`src/rtl/pixel_ram_arbiter.sv`:
```
// rtl/pixel_ram_arbiter.sv - shares the 784x1 canvas RAM between draw, clear sweep and scan streaming
// Optional PIXEL_COUNT_EN adds ones_count: number of set pixels seen by the last completed scan.
module pixel_ram_arbiter #(
    parameter int   N_PIXELS  = 784,
    parameter int   ADDR_W    = 10,
    parameter logic CLEAR_VAL = 1'b0
) (
    input  logic              clock,
    input  logic              reset,
    input  logic              draw_req,
    input  logic [ADDR_W-1:0] draw_addr,
    input  logic              draw_data,
    output logic              draw_ack,
    input  logic              clear_start,
    input  logic              scan_start,
    output logic              busy,
    output logic              done,
    output logic              scan_valid,
    input  logic              scan_ready,
    output logic              scan_pixel,
    output logic [ADDR_W-1:0] scan_addr,
    output logic              scan_last,
    output logic              ram_wren,
    output logic [ADDR_W-1:0] ram_wraddress,
    output logic              ram_data,
    output logic [ADDR_W-1:0] ram_rdaddress,
    input  logic              ram_q
`ifdef PIXEL_COUNT_EN
    ,
    output logic [ADDR_W-1:0] ones_count
`endif
);

    typedef enum logic [1:0] {
        S_IDLE,
        S_CLEAR,
        S_SCAN_ADDR,
        S_SCAN_OUT
    } state_t;

    localparam logic [ADDR_W-1:0] LAST_IDX  = ADDR_W'(N_PIXELS - 1);
    localparam logic [ADDR_W:0]   N_PIX_EXT = (ADDR_W + 1)'(N_PIXELS);

    state_t            state_q;
    logic [ADDR_W-1:0] idx_q;
    logic              done_q;

    logic in_idle;
    logic draw_grant;
    logic draw_in_range;
    logic at_last;
    logic beat_accept;

    assign in_idle       = (state_q == S_IDLE);
    // A draw only wins an otherwise quiet IDLE cycle; colliding draws are left pending.
    assign draw_grant    = in_idle && !reset && draw_req && !clear_start && !scan_start;
    assign draw_in_range = ({1'b0, draw_addr} < N_PIX_EXT);
    assign at_last       = (idx_q == LAST_IDX);
    assign beat_accept   = (state_q == S_SCAN_OUT) && scan_ready;

    assign draw_ack   = draw_grant;
    assign busy       = !in_idle;
    assign done       = done_q;
    assign scan_valid = (state_q == S_SCAN_OUT);
    assign scan_last  = scan_valid && at_last;
    assign scan_pixel = scan_valid && ram_q;
    assign scan_addr  = scan_valid ? idx_q : '0;

    always_comb begin
        ram_wren      = 1'b0;
        ram_wraddress = '0;
        ram_data      = 1'b0;
        ram_rdaddress = '0;
        case (state_q)
            S_IDLE: begin
                if (draw_grant && draw_in_range) begin
                    ram_wren      = 1'b1;
                    ram_wraddress = draw_addr;
                    ram_data      = draw_data;
                end
            end
            S_CLEAR: begin
                ram_wren      = 1'b1;
                ram_wraddress = idx_q;
                ram_data      = CLEAR_VAL;
            end
            S_SCAN_ADDR, S_SCAN_OUT: ram_rdaddress = idx_q;
            default: ;
        endcase
    end

    always_ff @(posedge clock) begin
        if (reset) begin
            state_q <= S_IDLE;
            idx_q   <= '0;
            done_q  <= 1'b0;
        end else begin
            done_q <= 1'b0;
            case (state_q)
                S_IDLE: begin
                    if (clear_start) begin
                        state_q <= S_CLEAR;
                        idx_q   <= '0;
                    end else if (scan_start) begin
                        state_q <= S_SCAN_ADDR;
                        idx_q   <= '0;
                    end
                end
                S_CLEAR: begin
                    if (at_last) begin
                        state_q <= S_IDLE;
                        done_q  <= 1'b1;
                    end else begin
                        idx_q <= idx_q + ADDR_W'(1);
                    end
                end
                // RAM read is registered, so each pixel needs one address cycle first.
                S_SCAN_ADDR: state_q <= S_SCAN_OUT;
                S_SCAN_OUT: begin
                    if (beat_accept) begin
                        if (at_last) begin
                            state_q <= S_IDLE;
                            done_q  <= 1'b1;
                        end else begin
                            idx_q   <= idx_q + ADDR_W'(1);
                            state_q <= S_SCAN_ADDR;
                        end
                    end
                end
                default: state_q <= S_IDLE;
            endcase
        end
    end

`ifdef PIXEL_COUNT_EN
    logic [ADDR_W-1:0] run_cnt_q;
    logic [ADDR_W-1:0] ones_count_q;

    always_ff @(posedge clock) begin
        if (reset) begin
            run_cnt_q    <= '0;
            ones_count_q <= '0;
        end else if (in_idle && scan_start && !clear_start) begin
            run_cnt_q <= '0;
        end else if (beat_accept) begin
            run_cnt_q <= run_cnt_q + ADDR_W'(scan_pixel);
            // Published together with done so the count always describes a whole scan.
            if (scan_last) begin
                ones_count_q <= run_cnt_q + ADDR_W'(scan_pixel);
            end
        end
    end

    assign ones_count = ones_count_q;
`endif

endmodule

```
`config.mk`:
```
export PLATFORM = sky130hd
export DESIGN_NAME = pixel_ram_arbiter
export DESIGN_NICKNAME = d
export VERILOG_FILES = /design/src/rtl/pixel_ram_arbiter.sv
export SDC_FILE = /design/constraint.sdc
export NUM_CORES = 1
export LEC_CHECK = 0
export BUFFER_PORTS_ARGS = -buffer_cell sky130_fd_sc_hd__buf_2
export CORE_AREA = 4 4 52 54
export DETAILED_ROUTE_END_ITERATION = 10
export DIE_AREA = 0 0 56 58
export GPL_ROUTABILITY_DRIVEN = 0
export MAX_ROUTING_LAYER = met4
export PLACE_DENSITY = 0.8
export REMOVE_ABC_BUFFERS = 1
export SLEW_MARGIN = 20
export SYNTH_ARGS = -nofsm -noshare
export SYNTH_HDL_FRONTEND = slang
export SYNTH_SLANG_ARGS = --single-unit
```
`constraint.sdc`:
```
create_clock -name clock -period 2.42 [get_ports clock]
set_input_delay 0.121 -clock clock [delete_from_list [all_inputs] [get_ports clock]]
set_output_delay 0.121 -clock clock [all_outputs]
set_load 0.02 [all_outputs]
```
=== Word-level counts from Yosys, hierarchy flattened ===
Index checks and enable logic that the tools add are counted.

* Add/sub/neg operators: 1
* $mul: 0
* Div/mod/pow operators: 0
* Magnitude comparators: 1
* Eq/ne operators: 7
* Shift operators: 0
* Mux-type cells: 22
* Bitwise gates (word level): 0
* Reduce and logical (&&, ||, !) cells: 17

{| class="wikitable"
|+ Operator list
! kind !! number
|-
| 10-bit 2-to-1 mux || 7
|-
| 10-bit case mux with 3 select lines || 1
|-
| 10-bit case mux with 2 select lines || 1
|-
| 10-bit by 1-bit adder with 10-bit output, second input constant || 1
|-
| 10-bit equality test, second input constant || 1
|-
| 10-bit less-than comparator, second input constant || 1
|-
| 2-bit 2-to-1 mux || 5
|-
| 1-bit logical AND || 8
|-
| 2-bit case mux with 4 select lines || 1
|-
| 3-bit AND reduction || 2
|-
| 1-bit 2-to-1 mux || 5
|-
| 2-bit equality test, second input constant || 2
|-
| 1-bit zero test || 4
|-
| 1-bit case mux with 2 select lines || 2
|-
| 3-bit != test, second input constant || 1
|-
| 3-bit nonzero test || 1
|-
| 2-bit by 1-bit equality test with 1-bit output, second input constant || 1
|-
| 2-bit zero test || 1
|-
| 2-bit by 1-bit != test with 1-bit output, second input constant || 1
|-
| 2-bit != test, second input constant || 1
|-
| 2-bit OR reduction || 1
|}

* Flip-flop bits (word level): 13
* Bits in latches: 0
* Memory bits (writable): 0
* Bits in read-only memories: 0
* Input port bits: 18
* Output and inout port bits: 38
* Word-level logic and storage cells: 51
* Memories kept: 0

=== Depth between registers and ports, before layout ===
Gate-level depths: netlist of the first run.

* Word-level depth: 8
* Gate-level depth with buffers: 6
* Mapped depth without buffers: 5

=== Worst setup path before layout of the first run ===
Ideal clock, no wire load.

* Path kind: reg2out
* Start point: register state_q[0]
* End point: output port ram_wraddress[0]
* Arrival: 1.850 ns
* Data required time: 2.299 ns
* Path slack: 0.449 ns
* Cell stages (with the launch flop): 6
* Buffers on the path: 2
* Cells stage by stage: dfxtp_1 buf_6 nor4_1 o21a_1 buf_4 a22o_1

* Cells in the longest elaborated chain, start to end: 8
* Elaborated cells on any way between the ends: 9
* Those cells by class: 1 x eq/ne; 2 x mux; 6 x reduce/logical

{| class="wikitable"
|+ Ends and longest elaborated chain
! element !! line !! RTL
|-
| start, declared || 44 || <nowiki>state_t state_q;</nowiki>
|-
| start signal, assigned || 94 || <nowiki>state_q <= S_IDLE;</nowiki>
|-
| start signal, assigned || 102 || <nowiki>state_q <= S_CLEAR;</nowiki>
|-
| start signal, assigned || 105 || <nowiki>state_q <= S_SCAN_ADDR;</nowiki>
|-
| 2-bit zero test || 54 || <nowiki>assign in_idle = (state_q == S_IDLE);</nowiki>
|-
| 1-bit logical AND (4 in a row) || 56 || <nowiki>assign draw_grant = in_idle && !reset && draw_req && !clear_start && !scan_start;</nowiki>
|-
| named net draw_ack || 13 || <nowiki>output logic draw_ack,</nowiki>
|-
| 1-bit logical AND || 76 || <nowiki>if (draw_grant && draw_in_range) begin</nowiki>
|-
| 10-bit 2-to-1 mux || 76 ||
|-
| 10-bit case mux with 2 select lines || 74 || <nowiki>case (state_q)</nowiki>
|-
| end, declared || 24 || <nowiki>output logic [ADDR_W-1:0] ram_wraddress,</nowiki>
|}

The timed path passes the listed nets, and every way through them passes these cells.

=== Worst setup path after layout of the first run ===
* Start point: register state_q[0]
* End point: output port ram_wraddress[8]

* Cells in the longest elaborated chain, start to end: 8
* Elaborated cells on any way between the ends: 9
* Those cells by class: 1 x eq/ne; 2 x mux; 6 x reduce/logical

{| class="wikitable"
|+ Ends and longest elaborated chain
! element !! line
|-
| 2-bit zero test || 54, 74
|-
| 1-bit logical AND (4 in a row) || 56
|-
| 1-bit logical AND || 76
|-
| 10-bit 2-to-1 mux || 76
|-
| 10-bit case mux with 2 select lines * || 74
|}

Every way passes the cells marked *; elsewhere a longest branch is shown, timed or not.

==> results of run 1 <==
## layer usage
| layer | part of all wire [%] | global-route usage (%) | wire [um] | vias to the layer above |
|---|---|---|---|---|
| met4 | 0.76 | 3.73 | 21 | 0 |
| met3 | 8.7 | 3.56 | 241 | 3 |
| li1 | - | - | - | 579 |
| met1 | 43 | 21.3 | 1180 | 516 |
| met2 | 48 | 27.4 | 1330 | 47 |
| met5 | 0 | - | 0 | - |
## where the power goes
group / internal [mW] / total [mW] / leakage [nW] / switching (mW)
clock network: 0.0641 / 0.138 / 0.0150 / 0.0736
registers: 0.219 / 0.233 / 0.105 / 0.0137
logic: 0.0362 / 0.0923 / 0.546 / 0.0562
total: 0.319 / 0.463 / 0.666 / 0.144
## area by class of cell
type / instances / area share [%]
timing repair buffer: 56 / 22.0
multi-input combinational: 102 / 51.8
tap: 28 / 2.72
sequential: 13 / 20.2
inverter: 4 / 1.17
clock buffer: 4 / 2.04
## registers in the layout (all words and copies together) (netlist names)
signal	cells
idx_q	10
state_q	2
done	1
## per-stage QoR
stage,utilization (%),power (mW),std cells,instance area (um^2)
final,58.1,0.463,207,1290
after floorplan,-,0.290,119,942
after detailed placement,57.0,0.330,203,1260
after CTS,58.1,0.468,207,1290
after global routing,58.1,0.488,207,1290
after global placement,57.0,0.327,203,1260
## kinds of logic after synthesis
kind of cell,after synthesis,synth area share [%]
xor gates and xnor gates,1,0.862
muxes,2,1.97
AOI/OAI and AO/OA,32,21.9
DFF,13,25.6
adders and majority gates,1,1.23
and+or+nand+nor,66,39.7
buffers and inverters,16,8.74
## cell usage after synthesis
| master | n | area, um^2 |
|---|---|---|
| o31ai_1 | 3 | 22.5 |
| o21a_1 | 1 | 7.51 |
| a21o_1 | 1 | 7.51 |
| nand3_1 | 5 | 25.0 |
| nand4_1 | 2 | 12.5 |
| or4_1 | 3 | 22.5 |
| nor3b_1 | 1 | 7.51 |
| nor4_1 | 4 | 25.0 |
| a22o_1 | 10 | 87.6 |
| or2_2 | 2 | 12.5 |
| a21oi_1 | 10 | 50.1 |
| nor2_1 | 5 | 18.8 |
| buf_4 | 2 | 15.0 |
| nor2b_1 | 1 | 6.26 |
| or2_1 | 2 | 12.5 |
| clkbuf_1 | 5 | 18.8 |
| mux2i_1 | 2 | 20.0 |
| dfxtp_1 | 13 | 260 |
| and2_1 | 13 | 81.3 |
| o41ai_1 | 2 | 17.5 |
| o21ai_0 | 3 | 15.0 |
| a211oi_1 | 1 | 7.51 |
| nor3_1 | 2 | 10.0 |
| a21boi_1 | 1 | 7.51 |
| inv_1 | 4 | 15.0 |
| and4bb_1 | 1 | 12.5 |
| nand2b_1 | 2 | 12.5 |
| nand4b_1 | 1 | 8.76 |
| clkbuf_8 | 1 | 13.8 |
| buf_6 | 1 | 11.3 |
| buf_2 | 3 | 15.0 |
| ha_1 | 1 | 12.5 |
| or4b_1 | 2 | 20.0 |
| xnor2_1 | 1 | 8.76 |
| and3_1 | 12 | 75.1 |
| or3_1 | 1 | 6.26 |
| and3_4 | 1 | 11.3 |
| nand2_1 | 6 | 22.5 |
## worst max-delay path, stage by stage, from the launching register on
cell	delay, ns
dfxtp_1	0.47
nor4_1	0.46
o21a_1	0.41
a22o_1	0.20
buf_2	0.16
## path summary, 6_finish.rpt
| path | startpoint | end | depth (start not counted) |
|---|---|---|---|
| worst max-delay path | state_q[0] | ram_wraddress[8] | 4 |
| worst min-delay path | reset | state_q[1] | 2 |
| worst max register to register | state_q[0] | idx_q[3] | 4 |
| worst min register to register | idx_q[9] | idx_q[9] | 2 |
==> impl_metrics.json, run 1 <==
{
  "worst_pin_slew_ns": 0.633,
  "ys_warn_count": 0,
  "post_drt_wl_per_cell_um": 13.4,
  "p_leak_nw": 0.666,
  "end_kind": "output port",
  "dp_hpwl_um": 2170,
  "crit_required_ns": 2.30,
  "setup_viol": 0,
  "first_iter_violations": 49,
  "ctsResizeCount": 0,
  "drtAntennaViolNets": 0,
  "post-route-drc-count": 0,
  "fin_ws_ns": 0.309,
  "status": "finished, final reports clean",
  "die-area_um2": 3250,
  "cts_sinks": 13,
  "holdWs_ns": 0.0809,
  "drive_above_1_share_pct": 34.6,
  "syn2layout_area_growth_pct": 26.6,
  "post-route-period-util_pct": 87.2,
  "maxCapViolations": 0,
  "regArea_um2": 260,
  "overflow": 0,
  "finalCriticalPeriod_ns": 2.11,
  "setup_tns_ns": 0,
  "multi_input_area_um2": 667,
  "routed_wl_um": 2770,
  "dp_slack_ns": 0.482,
  "ys_ff_latch": 13,
  "vias": 1145,
  "clk-insertion-delay-late_ns": 0.28,
  "final_common_cell": "buf_2",
  "regToRegSetupSlack_ns": 0.46,
  "synthCells": 131,
  "grt_max_degree": 25,
  "clkTransAtPathRegs_ns": 0.08,
  "holdCritPathClass": "primary input to flop",
  "finalMaxSlewViolations": 0,
  "nFillCells": 217,
  "cts_tree": "yes",
  "yosysSeqAreaShare_pct": 25.6,
  "power_density_nw_per_um2": 360,
  "slew-limit-headroom_pct": 57.7,
  "syn_avg_cell_area_um2": 7.76,
  "max_freq_mhz": 474,
  "port_buffers": 55,
  "die_x_um": 56,
  "floorplan.rows": 17,
  "diodes": 0,
  "die_h_um": 58,
  "syn_area_um2": 1020,
  "hold_violations": 0,
  "initial_core_util_pct": 45.9,
  "cts_max_level": 1,
  "via_per_inst": 5.53,
  "startpoint_type": "flop",
  "crit_path_max_fanout": 20,
  "first_global_vias": 1018,
  "nNetsFinal": 199,
  "antenna_found_initial": 0,
  "fin_skew_ns": 0.000488,
  "rsz0062_at_grt": "no",
  "peakVddDrop_mv": 0.287,
  "final_cell_mix": "buf_2, and2_1, dfxtp_1, and3_1",
  "path_class": "flop to output port",
  "cts-root-buf": "clkbuf_4",
  "post_cts_buffers": 0,
  "coreArea_um2": 2210,
  "cp_data_arrival_time_ns": 1.99,
  "track_usage_pct": 16.7,
  "ios": 56,
  "grt_pass1_wl_um": 4430,
  "hold_buffers": 0,
  "numCtsBuffers": 3,
  "ys_types": 38,
  "dr.pass1.iters": 4,
  "cts_max_path_buffers": 2
}
Note: power is estimated with default switching activity, not from simulation.
==> run 2, diff against run 1 <==
--- a/config.mk
+++ b/config.mk
@@ -11,7 +11,7 @@
 export DIE_AREA = 0 0 56 58
 export GPL_ROUTABILITY_DRIVEN = 0
 export MAX_ROUTING_LAYER = met4
-export PLACE_DENSITY = 0.8
+export PLACE_DENSITY = 0.88
 export REMOVE_ABC_BUFFERS = 1
 export SLEW_MARGIN = 20
 export SYNTH_ARGS = -nofsm -noshare
==> run 2 against run 1 <==
Net effect: global-route usage rose by 1.4 points; core utilization increased by 0.34 points; worst hold slack lost 0.0038 ns; critical path type unchanged; first-iteration DRC count down 14%; critical path depth up 1; setup slack got worse by 0.17 ns.
==> impl_metrics.json, run 2 (same netlist as run 1, synthesis figures left out) <==
{
  "hold_buffers": 0,
  "setup_tns_ns": 0,
  "p_total_mw": 0.466,
  "regMostFlops": "idx_q",
  "hold_violations": 0,
  "crit_cells": 5,
  "status": "finished, final reports clean",
  "crit_buf_inv": 2,
  "overflow": 0,
  "dp_slack_ns": 0.504,
  "cts_max_path_buffers": 2,
  "first_iter_violations": 42,
  "slew-limit-headroom_pct": 57.4,
  "antenna_found_initial": 0,
  "ctsResizeCount": 0,
  "ios": 56,
  "nNetsFinal": 200,
  "finalCriticalPeriod_ns": 2.28,
  "routed_wl_um": 2890,
  "end_kind": "output port",
  "power_density_nw_per_um2": 360,
  "maxCapViolations": 0,
  "cts-root-buf": "clkbuf_4",
  "cts_sinks": 13,
  "post-route-period-util_pct": 94.2,
  "floorplan.rows": 17,
  "peakVddDrop_mv": 0.276,
  "vias": 1193,
  "initial_core_util_pct": 45.9,
  "coreArea_um2": 2210,
  "cp_data_arrival_time_ns": 2.16,
  "track_usage_pct": 18.1,
  "critPathTopFamily": "compound AO/OA/AOI/OAI gates",
  "rsz0062_at_grt": "no",
  "final_area_um2": 1290,
  "first_global_vias": 1063,
  "post_drt_wl_per_cell_um": 13.9,
  "fin_skew_ns": 0.000731,
  "path_class": "flop to output port",
  "syn2layout_area_growth_pct": 27.3,
  "cts_max_level": 1,
  "clkTransAtPathRegs_ns": 0.08,
  "die_h_um": 58,
  "post-route-drc-count": 0,
  "startpoint_type": "flop",
  "grt_pass1_wl_um": 4760,
  "holdCritPathClass": "primary input to flop",
  "finalMaxSlewViolations": 0,
  "slowest_delay_ns": 0.53,
  "placedCellCount": 204,
  "die-area_um2": 3250,
  "drtAntennaViolNets": 0,
  "reg2regPathDepth": 4,
  "dr.pass1.iters": 4,
  "final_cells": 208,
  "placed_cell_area_um2": 1270,
  "post-route-util_pct": 58.5,
  "holdWs_ns": 0.0770,
  "clk-insertion-delay-late_ns": 0.27,
  "worst_pin_slew_ns": 0.637,
  "final_cell_mix": "buf_2, and2_1, dfxtp_1, and3_1",
  "drive_above_1_share_pct": 35.0,
  "crit_chain": "buf_4 -> nor4_1 -> o21a_1 -> a22o_1 -> buf_2",
  "crit_required_ns": 2.30,
  "die_x_um": 56,
  "crit_path_max_fanout": 16,
  "grt_max_degree": 17,
  "final_common_cell": "buf_2",
  "port_buffers": 55,
  "hold_depth": 2,
  "p_leak_nw": 0.671,
  "nFillCells": 207,
  "setup_viol": 0,
  "max_freq_mhz": 439,
  "largest_reg_flops": 10,
  "post_cts_buffers": 0,
  "via_per_inst": 5.74,
  "fin_ws_ns": 0.141,
  "dp_hpwl_um": 2270,
  "diodes": 0,
  "numCtsBuffers": 3,
  "crit_slowest_cell": "nor4_1",
  "cts_tree": "yes"
}
## run 2: power breakdown
part           total [mW]  internal [mW]  switching (mW)  leakage, nW
combinational       0.101         0.0384          0.0625        0.551
sequential          0.229          0.219         0.00991        0.105
clock               0.136         0.0639          0.0719       0.0150
total               0.466          0.321           0.144        0.671
## run 2: final cells by class
| type | instances | area, um^2 | area share, % |
|---|---|---|---|
| inverters | 4 | 15.0 | 1.16 |
| flip-flops and latches | 13 | 260 | 20.1 |
| repair buffers | 57 | 290 | 22.4 |
| well taps | 28 | 35.0 | 2.71 |
| multi-input cells | 102 | 667 | 51.5 |
| clock buffers | 4 | 26.3 | 2.03 |
## run 2: final timing paths
kind	start	slack, ns	end
max	state_q[0]	0.14	ram_wraddress[9]
min	reset	0.08	idx_q[1]
max reg2reg	state_q[1]	0.67	idx_q[3]
min reg2reg	idx_q[8]	0.53	idx_q[8]
## run 2: metal layers
metal	routed length, um	vias up	GRT usage (%)
met4	60	0	6.44
met3	314	9	4.45
met2	1380	68	31.6
met5	0	-	-
li1	-	585	-
met1	1130	531	20.2
==> run 3, diff against run 2 <==
--- a/config.mk
+++ b/config.mk
@@ -5,13 +5,14 @@
 export SDC_FILE = /design/constraint.sdc
 export NUM_CORES = 1
 export LEC_CHECK = 0
+export ABC_AREA = 1
 export BUFFER_PORTS_ARGS = -buffer_cell sky130_fd_sc_hd__buf_2
-export CORE_AREA = 4 4 52 54
+export CORE_AREA = 4 4 42 71
 export DETAILED_ROUTE_END_ITERATION = 10
-export DIE_AREA = 0 0 56 58
+export DIE_AREA = 0 0 46 75
 export GPL_ROUTABILITY_DRIVEN = 0
 export MAX_ROUTING_LAYER = met4
-export PLACE_DENSITY = 0.88
+export PLACE_DENSITY = 0.9
 export REMOVE_ABC_BUFFERS = 1
 export SLEW_MARGIN = 20
 export SYNTH_ARGS = -nofsm -noshare
==> run 3 against run 2 <==
Net effect: wire length increased by 13%; core utilization increased by 0.92 points; largest power group unchanged; sequential share of layout area decreased by 2.3 points; setup slack improved by 0.33 ns; first-iteration DRC count decreased by 26%; worst hold slack improved by 0.062 ns; clock-buffer cell count unchanged; power increased by 30%; critical endpoint is now ram_wraddress[4]; design area increased by 13%.
==> impl_metrics.json, run 3 <==
{
  "ios": 56,
  "hold_start": "reset",
  "crit_chain": "nor2_4 -> nand2_4 -> nor2_4 -> nand2_1 -> o22ai_1 -> buf_2",
  "final_common_cell": "buf_2",
  "syn_area_um2": 1170,
  "ys_ff_latch": 13,
  "cts_sinks": 13,
  "die_x_um": 46,
  "dp_slack_ns": 0.679,
  "endpoint": "ram_wraddress[4]",
  "final_area_um2": 1460,
  "post_cts_buffers": 0,
  "port_buffers": 55,
  "status": "finished, final reports clean",
  "yosysSeqAreaShare_pct": 22.3,
  "slowest_delay_ns": 0.51,
  "power_density_nw_per_um2": 415,
  "ys_warn_count": 0,
  "die-area_um2": 3450,
  "nFillCells": 257,
  "clk-insertion-delay-late_ns": 0.24,
  "cts_tree": "yes",
  "setup_viol": 0,
  "synth_top_cell_area_share_pct": 22.3,
  "diodes": 0,
  "rsz0062_at_grt": "no",
  "crit_path_max_fanout": 16,
  "routed_wl_um": 3250,
  "first_global_vias": 1303,
  "setup_tns_ns": 0,
  "cts_max_path_buffers": 2,
  "floorplan.rows": 24,
  "vias": 1407,
  "startpoint": "state_q[1]",
  "end_kind": "output port",
  "post-route-drc-count": 0,
  "largest_reg_flops": 10,
  "crit_slowest_cell": "dfxtp_1",
  "syn_avg_cell_area_um2": 5.63,
  "ys_async_sr_fraction_pct": 0,
  "hold_violations": 0,
  "startpoint_type": "flop",
  "cp_data_arrival_time_ns": 1.82,
  "finalCriticalPeriod_ns": 1.94,
  "syn2layout_area_growth_pct": 25.4,
  "numCtsBuffers": 3,
  "post-route-period-util_pct": 80.4,
  "ctsResizeCount": 0,
  "initial_core_util_pct": 47.4,
  "internal_power_mw": 0.394,
  "via_per_inst": 4.94,
  "fin_ws_ns": 0.475,
  "grt_max_degree": 17,
  "slew-limit-headroom_pct": 56.1,
  "antenna_found_initial": 0,
  "post_drt_wl_per_cell_um": 11.4,
  "coreArea_um2": 2460,
  "yosys.area.top_type": "dfxtp_1",
  "regToRegSetupSlack_ns": 0.66,
  "dr.pass1.iters": 4,
  "peakVddDrop_mv": 0.346,
  "synth_flop_cell": "dfxtp_1",
  "nNetsFinal": 279,
  "drive_above_1_share_pct": 28.2,
  "switching_share_pct": 35.1,
  "ys_types": 20,
  "drtAntennaViolNets": 0,
  "holdWs_ns": 0.139,
  "synthCells": 207,
  "first_iter_violations": 31,
  "synthTopCellsByArea": "dfxtp_1, nand2_1, nor2_1, inv_1, nand3_1",
  "p_leak_nw": 0.879,
  "r2r-end": "idx_q[0]",
  "worst_pin_slew_ns": 0.657,
  "sequentialPowerShare_pct": 41.5,
  "pwr-share-clk_pct": 31.8,
  "die_h_um": 75,
  "synth_edf_count": 0,
  "grt_pass1_wl_um": 5230,
  "crit_required_ns": 2.30,
  "cts_max_level": 1,
  "track_usage_pct": 20.8,
  "hold_depth": 2,
  "placed_cell_area_um2": 1420,
  "reg2regPathDepth": 7,
  "ys_top_cells_by_count": "nand2_1, nor2_1, inv_1",
  "dp_hpwl_um": 2650,
  "p_switching_mw": 0.213,
  "clkTransAtPathRegs_ns": 0.05,
  "path_class": "flop to output port",
  "holdCritPathClass": "primary input to flop",
  "hold_buffers": 0,
  "regMostFlops": "idx_q",
  "fin_skew_ns": 0.00251,
  "finalMaxSlewViolations": 0,
  "final_cell_mix": "buf_2, nand2_1, nor2_1, inv_1, nand3_1",
  "overflow": 0,
  "synthMostInstantiatedCell": "nand2_1",
  "cts-root-buf": "clkbuf_8",
  "cp_common_cell": "nor2_4",
  "max_freq_mhz": 514,
  "r2r_start": "state_q[1]",
  "power_frac_comb_pct": 26.7,
  "maxCapViolations": 0
}
run 3: cells by family after synthesis:
family | after synthesis | synth area share [%]
compound gates | 18 | 8.48
fa+ha+maj | 1 | 1.07
buf+inv | 50 | 18.7
flops | 13 | 22.3
simple gates | 125 | 49.5
run 3: layout make-up:
class                           count  area [um^2]  area share, %
Inverter                           43          161           11.0
Timing Repair Buffer               55          275           18.8
Clock buffer                        4         45.0           3.08
Multi-Input combinational cell    144          688           47.0
Sequential cell                    13          260           17.8
Tap cell                           26         32.5           2.22
run 3: through the flow:
stage | power (mW) | std cells | util, %
5_1_grt | 0.642 | 285 | 59.4
2_1_floorplan | 0.364 | 200 | -
4_1_cts | 0.611 | 285 | 59.4
3_3_place_gp | 0.415 | 281 | 57.6
6_report | 0.607 | 285 | 59.4
3_5_place_dp | 0.419 | 281 | 57.6
run 3: power by group through the flow:
stage | Clock, mW | Sequential, mW | Combinational [mW]
finish | 0.193 | 0.252 | 0.162
global route | 0.204 | 0.254 | 0.184
detailed placement | 0 | 0.256 | 0.162
floorplan | 0 | 0.249 | 0.115
global placement | 0 | 0.255 | 0.160
CTS | 0.196 | 0.252 | 0.163
run 3: per-layer routing:
layer	global-route usage, %	part of all wire (%)
met5	-	0
met1	19.8	35
met4	12.7	2.5
met2	37.3	56
met3	2.63	6.6
run 3: worst max-delay path, delay by kind of cell, from the launching register on:
family          cells  cell delay [ns]
buf+inv             1             0.19
flops               1             0.51
compound gates      1             0.17
simple gates        4             0.69
run 3: worst min-delay path by stage:
stage	to
3_3_place_gp	idx_q[3]
5_1_grt	state_q[1]
2_1_floorplan	idx_q[2]
3_5_place_dp	state_q[1]
4_1_cts	state_q[1]
6_report	state_q[1]
